$ cat src/rtl/axi_stream_insert_header_pkg.sv
// Shared types and byte-count helpers for the header-insert stream repacker.
package axi_stream_insert_header_pkg;

    localparam int MAX_BYTES = 64;

    typedef enum logic [1:0] {IDLE, STREAM, FLUSH} state_t;

    function automatic int popcount(input logic [MAX_BYTES-1:0] keep);
        int n;
        n = 0;
        for (int i = 0; i < MAX_BYTES; i++) n += keep[i] ? 1 : 0;
        return n;
    endfunction

    // n ones at the top of an nbytes-wide field; n <= 0 gives an empty mask
    function automatic logic [MAX_BYTES-1:0] msb_keep(input int n, input int nbytes);
        logic [MAX_BYTES-1:0] k;
        k = '0;
        for (int i = 0; i < MAX_BYTES; i++) k[i] = (i < nbytes) && (i >= nbytes - n);
        return k;
    endfunction

endpackage

$ cat src/rtl/axis_byte_merger.sv
// Combinational merge of the right-aligned residual bytes with one input beat.
module axis_byte_merger
    import axi_stream_insert_header_pkg::*;
#(
    parameter int DATA_WD      = 32,
    parameter int DATA_BYTE_WD = DATA_WD / 8,
    parameter int CW           = $clog2(DATA_BYTE_WD + 1)
) (
    input  logic [DATA_WD-1:0]      res,
    input  logic [DATA_WD-1:0]      data,
    input  logic [CW-1:0]           h,
    input  logic [CW-1:0]           k,
    input  logic                    last,
    output logic [DATA_WD-1:0]      data_o,
    output logic [DATA_BYTE_WD-1:0] keep_o,
    output logic [DATA_WD-1:0]      res_next,
    output logic                    ovf,
    output logic [DATA_BYTE_WD-1:0] ovf_keep
);

    logic [2*DATA_WD-1:0]    wide;
    logic [CW:0]             t;
    logic [DATA_BYTE_WD-1:0] keep_t;
    logic [DATA_WD-1:0]      mask_t, mask_v;

    always_comb begin
        // residual's h low bytes land at the top, followed by the whole input beat
        wide     = {res, data} << (8 * (DATA_BYTE_WD - int'(h)));
        t        = {1'b0, h} + {1'b0, k};
        ovf      = last && (int'(t) > DATA_BYTE_WD);
        keep_t   = DATA_BYTE_WD'(msb_keep(int'(t), DATA_BYTE_WD));
        ovf_keep = DATA_BYTE_WD'(msb_keep(int'(t) - DATA_BYTE_WD, DATA_BYTE_WD));
        mask_t   = '0;
        mask_v   = '0;
        for (int b = 0; b < DATA_BYTE_WD; b++) begin
            mask_t[8*b +: 8] = {8{keep_t[b]}};
            mask_v[8*b +: 8] = {8{ovf_keep[b]}};
        end
        data_o   = wide[2*DATA_WD-1 -: DATA_WD];
        keep_o   = '1;
        res_next = data;
        if (ovf) begin
            res_next = wide[DATA_WD-1:0] & mask_v;
        end else if (last) begin
            keep_o = keep_t;
            data_o = data_o & mask_t;
        end
    end

endmodule

$ cat src/rtl/axi_stream_insert_header.sv
// Prepends the valid bytes of a side-channel header to each AXI-Stream packet, repacking to full beats.
module axi_stream_insert_header
    import axi_stream_insert_header_pkg::*;
#(
    parameter int DATA_WD      = 32,
    parameter int DATA_BYTE_WD = DATA_WD / 8
) (
    input  logic                    clk,
    input  logic                    rst_n,
    input  logic                    valid_in,
    input  logic [DATA_WD-1:0]      data_in,
    input  logic [DATA_BYTE_WD-1:0] keep_in,
    input  logic                    last_in,
    output logic                    ready_in,
    output logic                    valid_out,
    output logic [DATA_WD-1:0]      data_out,
    output logic [DATA_BYTE_WD-1:0] keep_out,
    output logic                    last_out,
    input  logic                    ready_out,
    input  logic                    valid_insert,
    input  logic [DATA_WD-1:0]      header_insert,
    input  logic [DATA_BYTE_WD-1:0] keep_insert,
    output logic                    ready_insert
);

    localparam int CW = $clog2(DATA_BYTE_WD + 1);

    state_t                  state, state_next;
    logic [DATA_WD-1:0]      res;
    logic [CW-1:0]           h, h_new, k_in;
    logic [DATA_BYTE_WD-1:0] flush_keep;
    logic [DATA_WD-1:0]      m_data, m_res;
    logic [DATA_BYTE_WD-1:0] m_keep, m_ovf_keep;
    logic                    m_ovf;
    logic                    load_data, load_flush;

    assign k_in       = CW'(popcount(MAX_BYTES'(keep_in)));
    assign h_new      = CW'(popcount(MAX_BYTES'(keep_insert)));
    assign load_data  = valid_in && ready_in;
    assign load_flush = (state == FLUSH) && (!valid_out || ready_out);

    axis_byte_merger #(.DATA_WD(DATA_WD), .DATA_BYTE_WD(DATA_BYTE_WD), .CW(CW)) u_merger (
        .res      (res),
        .data     (data_in),
        .h        (h),
        .k        (k_in),
        .last     (last_in),
        .data_o   (m_data),
        .keep_o   (m_keep),
        .res_next (m_res),
        .ovf      (m_ovf),
        .ovf_keep (m_ovf_keep)
    );

    always_ff @(posedge clk) begin
        if (!rst_n) state <= IDLE;
        else        state <= state_next;
    end

    always_comb begin
        state_next   = state;
        ready_insert = 1'b0;
        ready_in     = 1'b0;
        case (state)
            IDLE: begin
                ready_insert = 1'b1;
                if (valid_insert) state_next = STREAM;
            end
            STREAM: begin
                ready_in = !valid_out || ready_out;
                if (valid_in && ready_in && last_in) state_next = m_ovf ? FLUSH : IDLE;
            end
            FLUSH: begin
                if (!valid_out || ready_out) state_next = IDLE;
            end
            default: state_next = IDLE;
        endcase
    end

    always_ff @(posedge clk) begin
        if (!rst_n) begin
            valid_out  <= 1'b0;
            data_out   <= '0;
            keep_out   <= '0;
            last_out   <= 1'b0;
            res        <= '0;
            h          <= '0;
            flush_keep <= '0;
        end else begin
            if (state == IDLE && valid_insert) begin
                res <= header_insert;
                h   <= h_new;
            end
            if (load_data) begin
                res <= m_res;
                if (m_ovf) flush_keep <= m_ovf_keep;
            end
            if (load_data) begin
                valid_out <= 1'b1;
                data_out  <= m_data;
                keep_out  <= m_keep;
                last_out  <= last_in && !m_ovf;
            end else if (load_flush) begin
                // leftover bytes are already left-aligned and masked in res
                valid_out <= 1'b1;
                data_out  <= res;
                keep_out  <= flush_keep;
                last_out  <= 1'b1;
            end else if (ready_out) begin
                valid_out <= 1'b0;
            end
        end
    end

endmodule

$ cat config.mk
export PLATFORM = sky130hd
export DESIGN_NAME = axi_stream_insert_header
export DESIGN_NICKNAME = d
export VERILOG_FILES = /design/src/rtl/axi_stream_insert_header_pkg.sv /design/src/rtl/axis_byte_merger.sv /design/src/rtl/axi_stream_insert_header.sv
export SDC_FILE = /design/constraint.sdc
export NUM_CORES = 1
export LEC_CHECK = 0
export CAP_MARGIN = 15
export CORE_MARGIN = 5
export CORE_UTILIZATION = 35
export CTS_BUF_LIST = sky130_fd_sc_hd__clkbuf_2
export DETAILED_ROUTE_END_ITERATION = 10
export PLACE_DENSITY = 0.6
export RECOVER_POWER = 25
export SYNTH_ARGS = -nofsm -noshare
export SYNTH_HDL_FRONTEND = slang
export SYNTH_SLANG_ARGS = --single-unit
$ cat constraint.sdc
create_clock -name clk -period 3.7 [get_ports clk]
set_input_delay 0.37 -clock clk [delete_from_list [all_inputs] [get_ports clk]]
set_output_delay 0.37 -clock clk [all_outputs]
set_load 0.02 [all_outputs]
# Word level (Yosys, flattened, before mapping)
# Cells that the tools add are included.
dict set report word_totals {
  ff_bits 79
  latch_bits 0
  mem_bits_rw 0
  mem_bits_ro 0
  in_bits 78
  output_inout_bits 40
  wordCells 83
  memories 0
}
dict set report classes {
  addsub 11
  n_mul 0
  div_mod_pow 0
  order_cmp 9
  eq_ne 5
  shifts 1
  muxes 31
  bitwise 2
  n_reduce_logical 16
}
# operator count
set op_table {}
lappend op_table {{32-bit 2-to-1 mux} 7}
lappend op_table {{3-bit by 32-bit greater-or-equal comparator with 1-bit output (first input constant)} 4}
lappend op_table {{32-bit AND} 2}
lappend op_table {{1-bit by 32-bit greater-or-equal comparator with 1-bit output (first input constant)} 2}
lappend op_table {{2-bit by 32-bit greater-or-equal comparator with 1-bit output (first input constant)} 2}
lappend op_table {{64-bit by 32-bit left shift with 64-bit output} 1}
lappend op_table {{4-bit by 32-bit subtractor with 32-bit output (first input constant)} 1}
lappend op_table {{4-bit 2-to-1 mux} 4}
lappend op_table {{1-bit 2-to-1 mux} 15}
lappend op_table {{2-bit 2-to-1 mux} 4}
lappend op_table {{1-bit logical AND} 7}
lappend op_table {{2-bit by 1-bit adder with 3-bit output} 2}
lappend op_table {{3-bit by 1-bit adder with 3-bit output} 2}
lappend op_table {{2-bit one-hot mux with 3 select lines} 1}
lappend op_table {{3-bit by 4-bit subtractor with 5-bit output (first input constant)} 1}
lappend op_table {{4-bit by 3-bit subtractor with 5-bit output (second input constant)} 1}
lappend op_table {{1-bit by 1-bit adder with 2-bit output} 2}
lappend op_table {{3-bit by 3-bit adder with 4-bit output} 1}
lappend op_table {{4-bit by 3-bit greater-than comparator with 1-bit output (second input constant)} 1}
lappend op_table {{2-bit != test (second input constant)} 2}
lappend op_table {{2-bit nonzero test} 2}
lappend op_table {{3-bit by 3-bit subtractor with 4-bit output (first input constant)} 1}
lappend op_table {{3-bit AND reduction} 1}
lappend op_table {{3-bit nonzero test} 1}
lappend op_table {{other kinds (7)} 8}

# Longest topological paths before layout
dict set report logic_depth {
  ltp_word 11
  mapped_depth 16
  ltp_nobuf 14
}

# Cells and area by module
# Synthesis repeated with hierarchy kept, for this count alone.
dict set report unflattened {
  cells_unflattened 862
  hier_area_um2 6393.6
}
# mod instances cells_per_inst area_per_inst_um2 seq_area_each_um2
set by_module_without_submodules {}
lappend by_module_without_submodules {axi_stream_insert_header 1 473 3898.7 1581.5}
lappend by_module_without_submodules {axis_byte_merger 1 389 2494.9 0.0}

# Worst setup path before layout
# No wires, ideal clock.
dict set report synth_path {
  kind {register to register}
  start {register h[0]}
  end {register res[10]}
  setup_time_ns 0.074
  arrival_time_ns 3.850
  required_ns 3.626
  path_slack_ns -0.224
  stages_incl_launch_ff 16
  n_path_buf 2
  period_less_slack_ns 3.924
  path_cell_list {dfxtp_1 clkbuf_1 clkbuf_1 clkinv_1 fa_1 inv_1 fa_1 xor2_2 inv_2 ha_1 and2_1 nor4_4 o22ai_2 o41a_1 nand4bb_4 o21ai_0}
}
dict set report synth_between {
  elab_chain_len 7
  elab_cells_between_ends 11
  cone_classes {4 x add/sub; 2 x order compare; 1 x shift; 2 x mux; 1 x bitwise; 1 x reduce/logical}
}
# element line
set synth_lines {}
lappend synth_lines {{from (decl)} axi_stream_insert_header.sv:30} ;# logic [CW-1:0] h, h_new, k_in;
lappend synth_lines {{from (signal assigned)} axi_stream_insert_header.sv:92} ;# h <= h_new;
lappend synth_lines {{3-bit by 3-bit adder with 4-bit output} axis_byte_merger.sv:29} ;# t = {1'b0, h} + {1'b0, k};
lappend synth_lines {{4-bit by 3-bit subtractor with 5-bit output} axis_byte_merger.sv:32} ;# ovf_keep = DATA_BYTE_WD'(msb_keep(int'(t) - DATA_BYTE_WD, DATA_BYTE_WD));
lappend synth_lines {{4-bit by 32-bit subtractor with 32-bit output} axi_stream_insert_header_pkg.sv:19} ;# for (int i = 0; i < MAX_BYTES; i++) k[i] = (i < nbytes) && (i >= nbytes - n);
lappend synth_lines {{2-bit by 32-bit greater-or-equal comparator with 1-bit output} axi_stream_insert_header_pkg.sv:19}
lappend synth_lines {{32-bit AND} axis_byte_merger.sv:43} ;# res_next = wide[DATA_WD-1:0] & mask_v;
lappend synth_lines {{32-bit 2-to-1 mux (*)} axis_byte_merger.sv:42} ;# if (ovf) begin
lappend synth_lines {{32-bit 2-to-1 mux (*)} axi_stream_insert_header.sv:94} ;# if (load_data) begin
lappend synth_lines {{to (signal assigned)} axi_stream_insert_header.sv:91} ;# res <= header_insert;
lappend synth_lines {{to (signal assigned)} axi_stream_insert_header.sv:95} ;# res <= m_res;
lappend synth_lines {{to (decl)} axi_stream_insert_header.sv:29} ;# logic [DATA_WD-1:0] res;
# Every way passes the cells marked *; elsewhere a longest branch is shown, timed or not.
# A chain may end at the register's enable or synchronous reset.

# Worst setup path in the final report
dict set report layout_path {
  start {input keep_in[0]}
  end {register res[14]}
}
dict set report layout_between {
  elab_chain_len 11
  elab_cells_between_ends 13
  cone_classes {6 x add/sub; 2 x order compare; 3 x mux; 1 x bitwise; 1 x reduce/logical}
}
# element line
set layout_lines {}
lappend layout_lines {{from (decl)} axi_stream_insert_header.sv:12} ;# input logic [DATA_BYTE_WD-1:0] keep_in,
lappend layout_lines {{1-bit 2-to-1 mux (*)} axi_stream_insert_header_pkg.sv:11} ;# for (int i = 0; i < MAX_BYTES; i++) n += keep[i] ? 1 : 0;
lappend layout_lines {{1-bit by 1-bit adder with 2-bit output (*)} axi_stream_insert_header_pkg.sv:11}
lappend layout_lines {{2-bit by 1-bit adder with 3-bit output (*)} axi_stream_insert_header_pkg.sv:11}
lappend layout_lines {{3-bit by 1-bit adder with 3-bit output (*)} axi_stream_insert_header_pkg.sv:11}
lappend layout_lines {{3-bit by 3-bit adder with 4-bit output (*)} axis_byte_merger.sv:29}
lappend layout_lines {{4-bit by 3-bit subtractor with 5-bit output} axis_byte_merger.sv:32}
lappend layout_lines {{4-bit by 32-bit subtractor with 32-bit output} axi_stream_insert_header_pkg.sv:19}
lappend layout_lines {{2-bit by 32-bit greater-or-equal comparator with 1-bit output} axi_stream_insert_header_pkg.sv:19}
lappend layout_lines {{32-bit AND} axis_byte_merger.sv:43}
lappend layout_lines {{32-bit 2-to-1 mux (*)} axis_byte_merger.sv:42}
lappend layout_lines {{32-bit 2-to-1 mux (*)} axi_stream_insert_header.sv:94}
# Marked as above.

==> impl_metrics.ini <==
[global_routing]
grt.total_usage_pct = 23.2
grt_max_degree = 73
met2_usage_pct = 33.9
gr-total-overflow = 0
use_met3_pct = 4.50
antenna_found_initial = 1
top_usage_layer = met1
grt_use_met1_pct = 34.0
grt_first_pass_wirelength_mm = 36.4
grt_pass1_vias = 6310

[synthesis]
yosysTopAreaCell = dfxtp_1
yosys_warnings = 0
synth_compound_area_share_pct = 38.9
syn-cell-area_sq_mm = 0.00595
syn-num-nets = 933
synth_flop_cell = dfxtp_1
synth_seq_cells = 79
synth_simple_gate_area_share_pct = 20.1
synthDistinctLibCells = 57
yosysSeqAreaShare_pct = 26.6
synth_top_family_by_area = compound AO/OA/AOI/OAI gates
synth_xor_area_share_pct = 0.274
synthMuxAreaShare_pct = 4.54
synth_top_area_share_pct = 26.6
synth_edf_count = 0
avgSynthCellArea_sq_um = 7.08
synth_area_leaders = dfxtp_1 27%, o21ai_0 10%, nand2_1 8.8%
synthCells = 840
async_flop_share_pct = 0
synth_adder_area_share_pct = 3.66

[floorplan]
io-pin-count = 118
die_h_um = 140
start_util_pct = 35.7
die_width_um = 140
dieArea_sq_mm = 0.0197
core_area_sq_mm = 0.0166
num_rows = 47

[setup_path]
worstPathCellList = clkdlybuf4s50_1 > fa_1 > inv_1 > fa_1 > inv_1 > fa_2 > xor2_4 > inv_2 > ha_2 > buf_4 > nor2_1 > buf_4 > nor4_4 > o22ai_2 > o41a_1 > nand4bb_4 > o21ai_0
crit_type = input pin to register
cp-start-kind = input pin
crit_arrival_ns = 4.06
endpoint_kind = register
cp.required_ns = 4.26
ff2ff_path_depth = 15
worstPathMaxFanout = 8
max_stage_delay_ns = 0.53
slowest_stage = fa_1

[min_path]
hold_class = input pin to register
whs_path_depth = 3

[routing]
drt-vias-per-instance = 5.83
drc = 0
vias = 6923
drt_iter0_drc = 741
routed_wl_mm = 23.7
routedWlPerCell_um = 20.0
dr.pass1.iters = 5
postRouteAntennaNets = 0

[clock_tree]
cts_root_buf = clkbuf_2
cts_buffer_depth = 2
post_cts_buffers = 0
clock_sinks = 79
cts_tree = built
cts_resized = 0
htreeDepth = 3
clock_latency_ns = 0.61
clkSlewWorstSetupHoldPaths_ns = 0.26
cts_made_buffers = 9
postCtsHoldBufs = 0

[pwr]
p_leak_nw = 2.97
ir_drop_mv = 0.157
p_total_mw = 2.86
powerDensity_mw_per_mm2 = 368

[placed_design]
numPortBuffers = 117
dp_hpwl_mm = 17.7
gp_congestion = 1.01
placed_area_sq_mm = 0.00762

[timing]
clock_skew_ns = 0.0314
final-setup-viol-count = 0
finalHoldViolCount = 0
maxSlewHeadroom_pct = -6.07
holdWs_ns = 0.386
slew_viol_final = 43
max_clock_freq_mhz = 286
post-route-min-period_ns = 3.50
fin_setup_tns_ns = 0
tightestPinTransition_ns = 1.59
period_share_pct = 94.5

[run_status]
outcome = complete, but fails checks
violations = max-capacitance violations, max-slew violations

[flow_run]
max_cap_viol_count = 1

[finish]
finalNetCount = 1054
drive_gt1_share_pct = 12.2
syn2layout_area_growth_pct = 30.9
final_cell_area_sq_mm = 0.00778
final_core_util_pct = 46.8
cells in the final DEF (no fill, tap or decap), drive strengths merged, types with 10 or more instances in the layout:
master,n
nand2,139
inv,19
nor2b,25
a221oi,16
o2bb2ai,16
ha,11
a22oi,16
dfxtp,79
buf,65
o21ai,119
mux2i,18
nand3,27
a21oi,92
dlygate4sd3,23
o22ai,17
clkbuf,10
a31oi,34
nor2,30
clkdlybuf4s50,93
registers in the layout (all words and copies together), names as in the netlist:
| name | cells |
|---|---|
| flush_keep | 4 |
| last_out | 1 |
| state | 2 |
| h | 3 |
| data_out | 32 |
| valid_out | 1 |
| res | 32 |
| keep_out | 4 |
layer usage:
metal	routed length, um	part of all wire, %	up-vias
li1	-	-	3341
met2	10000	42	374
met3	2440	10	38
met4	627	2.6	0
met5	0	0	-
met1	10600	45	3170
through the flow:
stage          instances  setup WS [ns]
6_report            1187          0.204
5_1_grt             1187      -0.000870
4_1_cts             1186          0.100
3_5_place_dp        1170         -0.611
3_3_place_gp        1170         -0.499
2_1_floorplan        840        0.00749
cell families (layout without fill, tap and decap cells):
kind of cell	count (synthesis)	in the layout
adders and majority gates	15	15
buffers and inverters	92	218
AOI/OAI and AO/OA	371	371
muxes	26	26
DFF	79	79
and+or+nand+nor	256	256
xor gates and xnor gates	1	1
other	0	1
critical path, delay by kind of cell:
kind	cells	cell delay, ns
fa+ha+maj	4	1.35
buf+inv	6	0.92
compound gates	3	0.82
simple gates	3	0.49
xor+xnor	1	0.09
report_power, final:
part	internal [mW]	switching, mW	leakage (nW)
clock	0.156	0.356	0.0659
sequential	0.919	0.0752	0.648
combinational	0.581	0.777	2.25
area by class of cell:
cell class / instances / area, sq um
antenna: 1 / 2.50
clock buffer: 9 / 45.0
clock inverter: 7 / 71.3
fill: 1739 / 8860
inverter: 20 / 76.3
multi-input combinational: 669 / 4060
sequential: 79 / 1580
tap: 220 / 275
timing repair buffer: 182 / 1670
synth_stat cells (all sizes together) (17+ instances only):
library cell,number
inv,18
o21ai,119
a31oi,34
dfxtp,79
nand2,139
o22ai,17
clkbuf,64
a21oi,92
nor2b,25
mux2i,18
nand3,27
nor2,30
final timing paths:
check                      end  slack [ns]       start
setup / recovery       res[14]        0.20  keep_in[0]
hold reg to reg   data_out[28]        0.51     res[28]
setup reg to reg       res[14]        0.28        h[0]
hold / removal         res[16]        0.39       rst_n
(Power assumes the default switching activity.)
